### config.mk
export PLATFORM = sky130hd
export DESIGN_NAME = memory_arbiter
export DESIGN_NICKNAME = d
export VERILOG_FILES = /design/src/rtl/cpu_types_pkg.sv /design/src/rtl/memory_arbiter.sv
export SDC_FILE = /design/constraint.sdc
export NUM_CORES = 1
export LEC_CHECK = 0
export ABC_AREA = 1
export BUFFER_PORTS_ARGS = -buffer_cell sky130_fd_sc_hd__buf_2
export CORE_AREA = 8 8 98 100
export CTS_BUF_LIST = sky130_fd_sc_hd__clkbuf_4 sky130_fd_sc_hd__clkbuf_8
export DETAILED_ROUTE_END_ITERATION = 12
export DIE_AREA = 0 0 106 108
export GPL_ROUTABILITY_DRIVEN = 0
export PLACE_DENSITY = 0.57
export SETUP_SLACK_MARGIN = 0.5
export SYNTH_ARGS = -nofsm -noshare
export SYNTH_HDL_FRONTEND = slang
export SYNTH_SLANG_ARGS = --single-unit
### constraint.sdc
create_clock -name CLK -period 4.05 [get_ports CLK]
set_clock_uncertainty 0.2 [all_clocks]
set_input_delay 0.2025 -clock CLK [delete_from_list [all_inputs] [get_ports CLK]]
set_output_delay 0.2025 -clock CLK [all_outputs]
set_load 0.1 [all_outputs]
### src/rtl/cpu_types_pkg.sv
// Shared CPU-side types for the cache-to-memory request protocol.
//   word_t      : one machine word (address or data)
//   ramstate_t  : status reported by the RAM model each cycle
//   arb_state_t : memory arbiter state encoding; the bench uses it to decode
//                 the arbiter state register
package cpu_types_pkg;

  localparam int WORD_W = 32;

  typedef logic [WORD_W-1:0] word_t;

  typedef enum logic [1:0] {
    FREE   = 2'd0,
    BUSY   = 2'd1,
    ACCESS = 2'd2,
    ERROR  = 2'd3
  } ramstate_t;

  typedef enum logic [1:0] {
    IDLE   = 2'd0,
    IREAD  = 2'd1,
    DREAD  = 2'd2,
    DWRITE = 2'd3
  } arb_state_t;

endpackage

### src/rtl/memory_arbiter.sv
// memory_arbiter: responder side of the cache-to-memory request protocol.
// Arbitrates the instruction requester (icache) and the data requester
// (dcache) onto one shared RAM port. Completion is reported through the
// wait/load handshake.
//
// Ports:
//   CLK, RST                 clock and asynchronous active-high reset
//   iREN, iaddr              instruction read request and address
//   iwait, iload             low for one cycle with the instruction word valid
//   dREN, dWEN, daddr, dstore data read or write request, address, write data
//   dwait, dload             low for one cycle at data completion, read data
//   ramREN, ramWEN           RAM read and write strobes
//   ramaddr, ramstore        RAM address and write data
//   ramload, ramstate        RAM read data and status (FREE/BUSY/ACCESS/ERROR)
module memory_arbiter
  import cpu_types_pkg::*;
#(
  parameter int STARVE_MAX = 4,
  parameter int WORD_W     = 32
) (
  input  logic              CLK,
  input  logic              RST,
  input  logic              iREN,
  input  logic [WORD_W-1:0] iaddr,
  output logic              iwait,
  output logic [WORD_W-1:0] iload,
  input  logic              dREN,
  input  logic              dWEN,
  input  logic [WORD_W-1:0] daddr,
  input  logic [WORD_W-1:0] dstore,
  output logic              dwait,
  output logic [WORD_W-1:0] dload,
  output logic              ramREN,
  output logic              ramWEN,
  output logic [WORD_W-1:0] ramaddr,
  output logic [WORD_W-1:0] ramstore,
  input  logic [WORD_W-1:0] ramload,
  input  logic [1:0]        ramstate
);

  localparam int CNT_W = $clog2(STARVE_MAX + 1);
  localparam logic [CNT_W-1:0] CNT_MAX = CNT_W'(STARVE_MAX);

  arb_state_t       state_q, state_d;
  logic [CNT_W-1:0] starve_cnt_q, starve_cnt_d;
  ramstate_t        ram_st;
  logic             data_grant;

  assign ram_st = ramstate_t'(ramstate);

  always_ff @(posedge CLK or posedge RST) begin
    if (RST) begin
      state_q      <= IDLE;
      starve_cnt_q <= '0;
    end else begin
      state_q      <= state_d;
      starve_cnt_q <= starve_cnt_d;
    end
  end

  // Grant decision in IDLE, and strobes/completion in the active states.
  // A completion is reported only while the owner still holds its request,
  // so a withdrawn request never sees wait drop. ERROR simply holds the
  // state with strobes asserted, which retries the access.
  always_comb begin
    state_d      = state_q;
    starve_cnt_d = starve_cnt_q;
    data_grant   = 1'b0;
    iwait        = 1'b1;
    iload        = '0;
    dwait        = 1'b1;
    dload        = '0;
    ramREN       = 1'b0;
    ramWEN       = 1'b0;
    ramaddr      = '0;
    ramstore     = '0;

    case (state_q)
      IDLE: begin
        if (iREN && (starve_cnt_q == CNT_MAX)) begin
          state_d      = IREAD;
          starve_cnt_d = '0;
        end else if (dWEN) begin
          state_d    = DWRITE;
          data_grant = 1'b1;
        end else if (dREN) begin
          state_d    = DREAD;
          data_grant = 1'b1;
        end else if (iREN) begin
          state_d      = IREAD;
          starve_cnt_d = '0;
        end
        // Data grants only count toward starvation while iREN is waiting.
        if (data_grant) begin
          if (!iREN) begin
            starve_cnt_d = '0;
          end else if (starve_cnt_q != CNT_MAX) begin
            starve_cnt_d = starve_cnt_q + 1'b1;
          end
        end
      end

      IREAD: begin
        ramREN  = iREN;
        ramaddr = iaddr;
        if (!iREN) begin
          state_d = IDLE;
        end else if (ram_st == ACCESS) begin
          iwait   = 1'b0;
          iload   = ramload;
          state_d = IDLE;
        end
      end

      DREAD: begin
        ramREN  = dREN;
        ramaddr = daddr;
        if (!dREN) begin
          state_d = IDLE;
        end else if (ram_st == ACCESS) begin
          dwait   = 1'b0;
          dload   = ramload;
          state_d = IDLE;
        end
      end

      DWRITE: begin
        ramWEN   = dWEN;
        ramaddr  = daddr;
        ramstore = dstore;
        if (!dWEN) begin
          state_d = IDLE;
        end else if (ram_st == ACCESS) begin
          dwait   = 1'b0;
          state_d = IDLE;
        end
      end

      default: state_d = IDLE;
    endcase
  end

endmodule

## Yosys cells after proc, flatten, opt, wreduce, memory -nomap -nowiden

Index checks and enable logic that the tools add are counted.

| operators by class | value |
|---|---|
| equality and inequality tests | 7 |
| reduce and logical (&&, ||, !) cells | 3 |
| mux-type cells | 35 |
| $add $sub $neg | 1 |

Operators by type and width:

| cell | number |
|---|---|
| 2-to-1 mux 32 bit | 6 |
| one-hot mux 32 bit (2 select lines) | 1 |
| 2-to-1 mux 3 bit | 7 |
| 2-to-1 mux 2 bit | 8 |
| 2-to-1 mux 1 bit | 10 |
| one-hot mux 2 bit (4 select lines) | 1 |
| equality test 2 bit (second input constant) | 3 |
| != test 5 bit (second input constant) | 1 |
| one-hot mux 1 bit (2 select lines) | 2 |
| adder 3 x 1 -> 3 bit (second input constant) | 1 |
| equality test 3 bit (second input constant) | 1 |
| != test 3 bit (second input constant) | 1 |
| equality test 2 x 1 -> 1 bit (second input constant) | 1 |
| zero test 2 bit | 1 |
| OR reduction 2 bit | 1 |
| logical AND 1 bit | 1 |

| word-level totals | value |
|---|---|
| output and inout bits | 132 |
| flip-flop bits (word level) | 5 |
| logic and storage cells | 48 |
| input bits | 135 |

## Logic depth before layout (Yosys ltp)

| depth | value |
|---|---|
| word-level depth | 7 |
| mapped depth | 9 |
| depth with buffers taken out | 8 |

## Worst setup path before layout

No wires, ideal clock.

| timing | value |
|---|---|
| path kind | reg-to-output |
| from | reg state_q[1] |
| to | out ramREN |
| slack | 0.668 ns |
| stages on the path, launching flop included | 6 |
| arrival | 2.979 ns |
| data required time | 3.648 ns |
| path buffers | 1 |
| path through | dfrtp_1 > inv_1 > ha_1 > buf_2 > nand2_1 > a21boi_0 |

| on the way | value |
|---|---|
| cells in the longest elaborated chain, start to end | 2 |
| elaborated cells between the ends (all ways) | 3 |
| classes of those cells | 2 x eq/ne; 1 x mux |

Ends and longest elaborated chain:

| what | line | text |
|---|---|---|
| from (decl) | memory_arbiter.sv:44 | `arb_state_t state_q, state_d;` |
| from (signal assigned) | memory_arbiter.sv:56 | `state_q <= state_d;` |
| equality test 2 bit / equality test 2 x 1 -> 1 bit (equally long branches) | memory_arbiter.sv:78 | `case (state_q)` |
| one-hot mux 1 bit (2 select lines) * | memory_arbiter.sv:78 |  |
| to (decl) | memory_arbiter.sv:33 | `output logic ramREN,` |

Every way passes the cells marked *; elsewhere a longest branch is shown, timed or not.

## Worst setup path in the final report

| timing | value |
|---|---|
| from | reg state_q[1] |
| to | out iload[10] |

| on the way | value |
|---|---|
| cells in the longest elaborated chain, start to end | 2 |

Ends and longest elaborated chain:

| what | line | text |
|---|---|---|
| equality test 2 x 1 -> 1 bit | memory_arbiter.sv:78 |  |
| 2-to-1 mux 32 bit | memory_arbiter.sv:78 |  |
| to (decl) | memory_arbiter.sv:26 | `output logic [WORD_W-1:0] iload,` |

No other way between the ends.

==> metrics.cfg <==
[outcome]
outcome = finished clean

[final_layout]
area_delta_synth_final_pct = 89.7
n_antenna_cell = 0
drive_above_1_share_pct = 47.9
nFillCells = 921
fin_cells = 700
regArea_um2 = 125
nNetsFinal = 738
multi_input_area_mm2 = 0.00106

[clock_tree]
cts_buffers = 3
clk_latency_ns = 0.22
cts.clk_slew.worst_paths_ns = 0.04
cts.htree.levels = 1
root_buffer = clkbuf_8
cts.sink_count = 5
ctsResizeCount = 0
clk_path_buf_depth = 2
cts_tree = yes

[global_route]
use_met1_pct = 14.5
grt_max_degree = 36
grt_pass1_vias = 2784
grt_overflow = 0
top_usage_layer = met2
gr-usage-met2_pct = 27.7
grt_first_pass_wirelength_um = 13600
grt.met3_usage_pct = 4.94
globalRouteTotalUtil_pct = 14.3
antenna_found_initial = 0

[setup_path]
start_kind = flop
cp_slowest_cell = buf_2
path_max_fanout = 34
worstPathCellList = inv_1 -> ha_1 -> buf_4 -> nand3_1 -> buf_4 -> nor2_1 -> buf_2
worst_ep_required_time_ns = 3.65
cpMostUsedCell = buf_4
worstSetupPathType = flop to primary output
end_kind = primary output
reg2reg_depth = 7
critical_path_arrival_ns = 2.29
slowest_delay_ns = 0.44

[route]
routed_wirelength_um = 9110
first_iter_violations = 140
vias = 2832
vias_per_cell = 4.05
drc = 0
avgRoutedWirePerCell_um = 13.0
firstDrtPassIters = 4
ant_nets = 0

[flow_run]
maxCapViolations = 0

[place]
dp_hpwl_um = 8080
portBuffers = 266
place_inst = 695

[floorplanning]
die_w_um = 106
initial_core_util_pct = 19.8
dieArea_mm2 = 0.0114
core_mm2 = 0.00805
placementRows = 33
dieHeight_um = 108
top_level_ports = 267

[power_and_ir_drop]
ir_drop_v = 0.000307
p_leak_nw = 2.33
powerDensity_mw_per_mm2 = 941

[timing]
fmaxAchievable_mhz = 371
worstMarginPinSlew_ns = 1.20
finalMaxSlewViolations = 0
finalHoldViolCount = 0
fin_crit_sh_pct = 66.5
min_period_ns = 2.69
maxSlewHeadroom_pct = 19.7
rsz0062_at_grt = no
tns_ns = 0
setup_viol = 0

[hold_path]
hold_depth = 4
hold_path_class = input pin to flop

[logic_synthesis]
ys_ff_latch = 5
yosysWarnings = 0
synth_area_mm2 = 0.00159
synth_fp_nets = 483
synth_cells = 341
avgSynthCellArea_um2 = 4.67
synth.distinct_cells = 16
synth_seq_area_share_pct = 7.86

==> routing by layer <==
metal  vias up  share of wire (%)  routed length, um
li1       1484                  -                  -
met1      1171                 35               3170
met2       170                 53               4860
met3         7                 11               1010
met4         0               0.78                 71
met5         -                  0                  0
==> path summary, 6_finish.rpt <==
check                                      from              end  slack (ns)
worst max-delay path                 state_q[1]        iload[10]        1.36
worst min-delay path                       dREN       state_q[0]        0.17
worst max register to register       state_q[0]       state_q[0]        1.84
worst min register to register  starve_cnt_q[1]  starve_cnt_q[1]        0.30
max in group asynchronous                   RST  starve_cnt_q[1]        3.25
min in group asynchronous                   RST  starve_cnt_q[2]        0.23
==> worst max-delay path: cells and delay by family (launching register included) <==
family / cells / cell delay [ns]
buffers and inverters: 4 / 1.13
flip-flops: 1 / 0.40
AND/OR/NAND/NOR: 2 / 0.38
adder cells (fa/ha/maj): 1 / 0.14
==> final cells by class <==
class	instances	share of cell area (%)
clock buffer	4	1.61
sequential	5	4.14
timing repair buffer	272	45.6
tap	105	4.35
multi-input combinational	241	35.2
inverter	73	9.07
==> stage by stage <==
step / power (mW) / utilization, % / hold slack [ns] / cell area [um2] / setup WS (ns)
6_report: 2.84 / 37.5 / 0.168 / 3020 / 1.36
3_3_place_gp: 2.76 / 36.8 / -0.0964 / 2960 / 1.70
3_5_place_dp: 2.77 / 36.8 / -0.0847 / 2960 / 1.56
5_1_grt: 2.98 / 37.5 / 0.209 / 3020 / 1.21
2_1_floorplan: 2.39 / - / -0.219 / 1590 / 0.668
4_1_cts: 2.87 / 37.5 / 0.175 / 3020 / 1.33
==> sequential cells by signal, summed over array words and instances (netlist names) <==
register	cells
state_q	2
starve_cnt_q	3
==> synthesized netlist by cell type <==
cell type / n / area, um2
a21boi_0: 1 / 7.51
nand3_1: 10 / 50.1
ha_1: 7 / 87.6
dfrtp_1: 5 / 125
nand3b_1: 2 / 15.0
inv_1: 73 / 274
xor2_1: 1 / 8.76
nand2_2: 9 / 56.3
or2_1: 1 / 6.26
clkbuf_1: 9 / 33.8
nor2_1: 66 / 248
buf_2: 8 / 40.0
nor2_2: 1 / 6.26
a21oi_1: 33 / 165
buf_6: 5 / 56.3
nand2_1: 110 / 413
==> logic make-up after synthesis <==
kind of cell,share of synthesized area (%)
AO/OA/AOI/OAI,10.8
adder cells (fa/ha/maj),5.50
buffers and inverters,25.4
flip-flops,7.86
XOR/XNOR,0.550
AND/OR/NAND/NOR,49.9
==> cells in the final DEF, fill, tap and decap left out <==
cell	count
nand2_1	110
dfrtp_1	5
a21oi_1	33
inv_1	73
clkbuf_4	1
dlygate4sd3_1	1
buf_4	5
nand2_2	9
nand3b_1	2
or2_1	1
nor2_1	66
nor2_2	1
xor2_1	1
buf_2	266
ha_1	7
nand3_1	10
clkbuf_8	3
a21boi_0	1
==> what timing repair did <==
item / CTS / global route
hold buffers: 1 / 0
buffers inserted: 0 / 0
endpoints found under the hold margin: 5 / 0
==> where the power goes <==
part	switching [mW]	internal, mW
sequential	0.0176	0.0705
clock	0.0232	0.0741
combinational	2.28	0.380
total	2.32	0.524
Power figures use the tool's default switching activity.
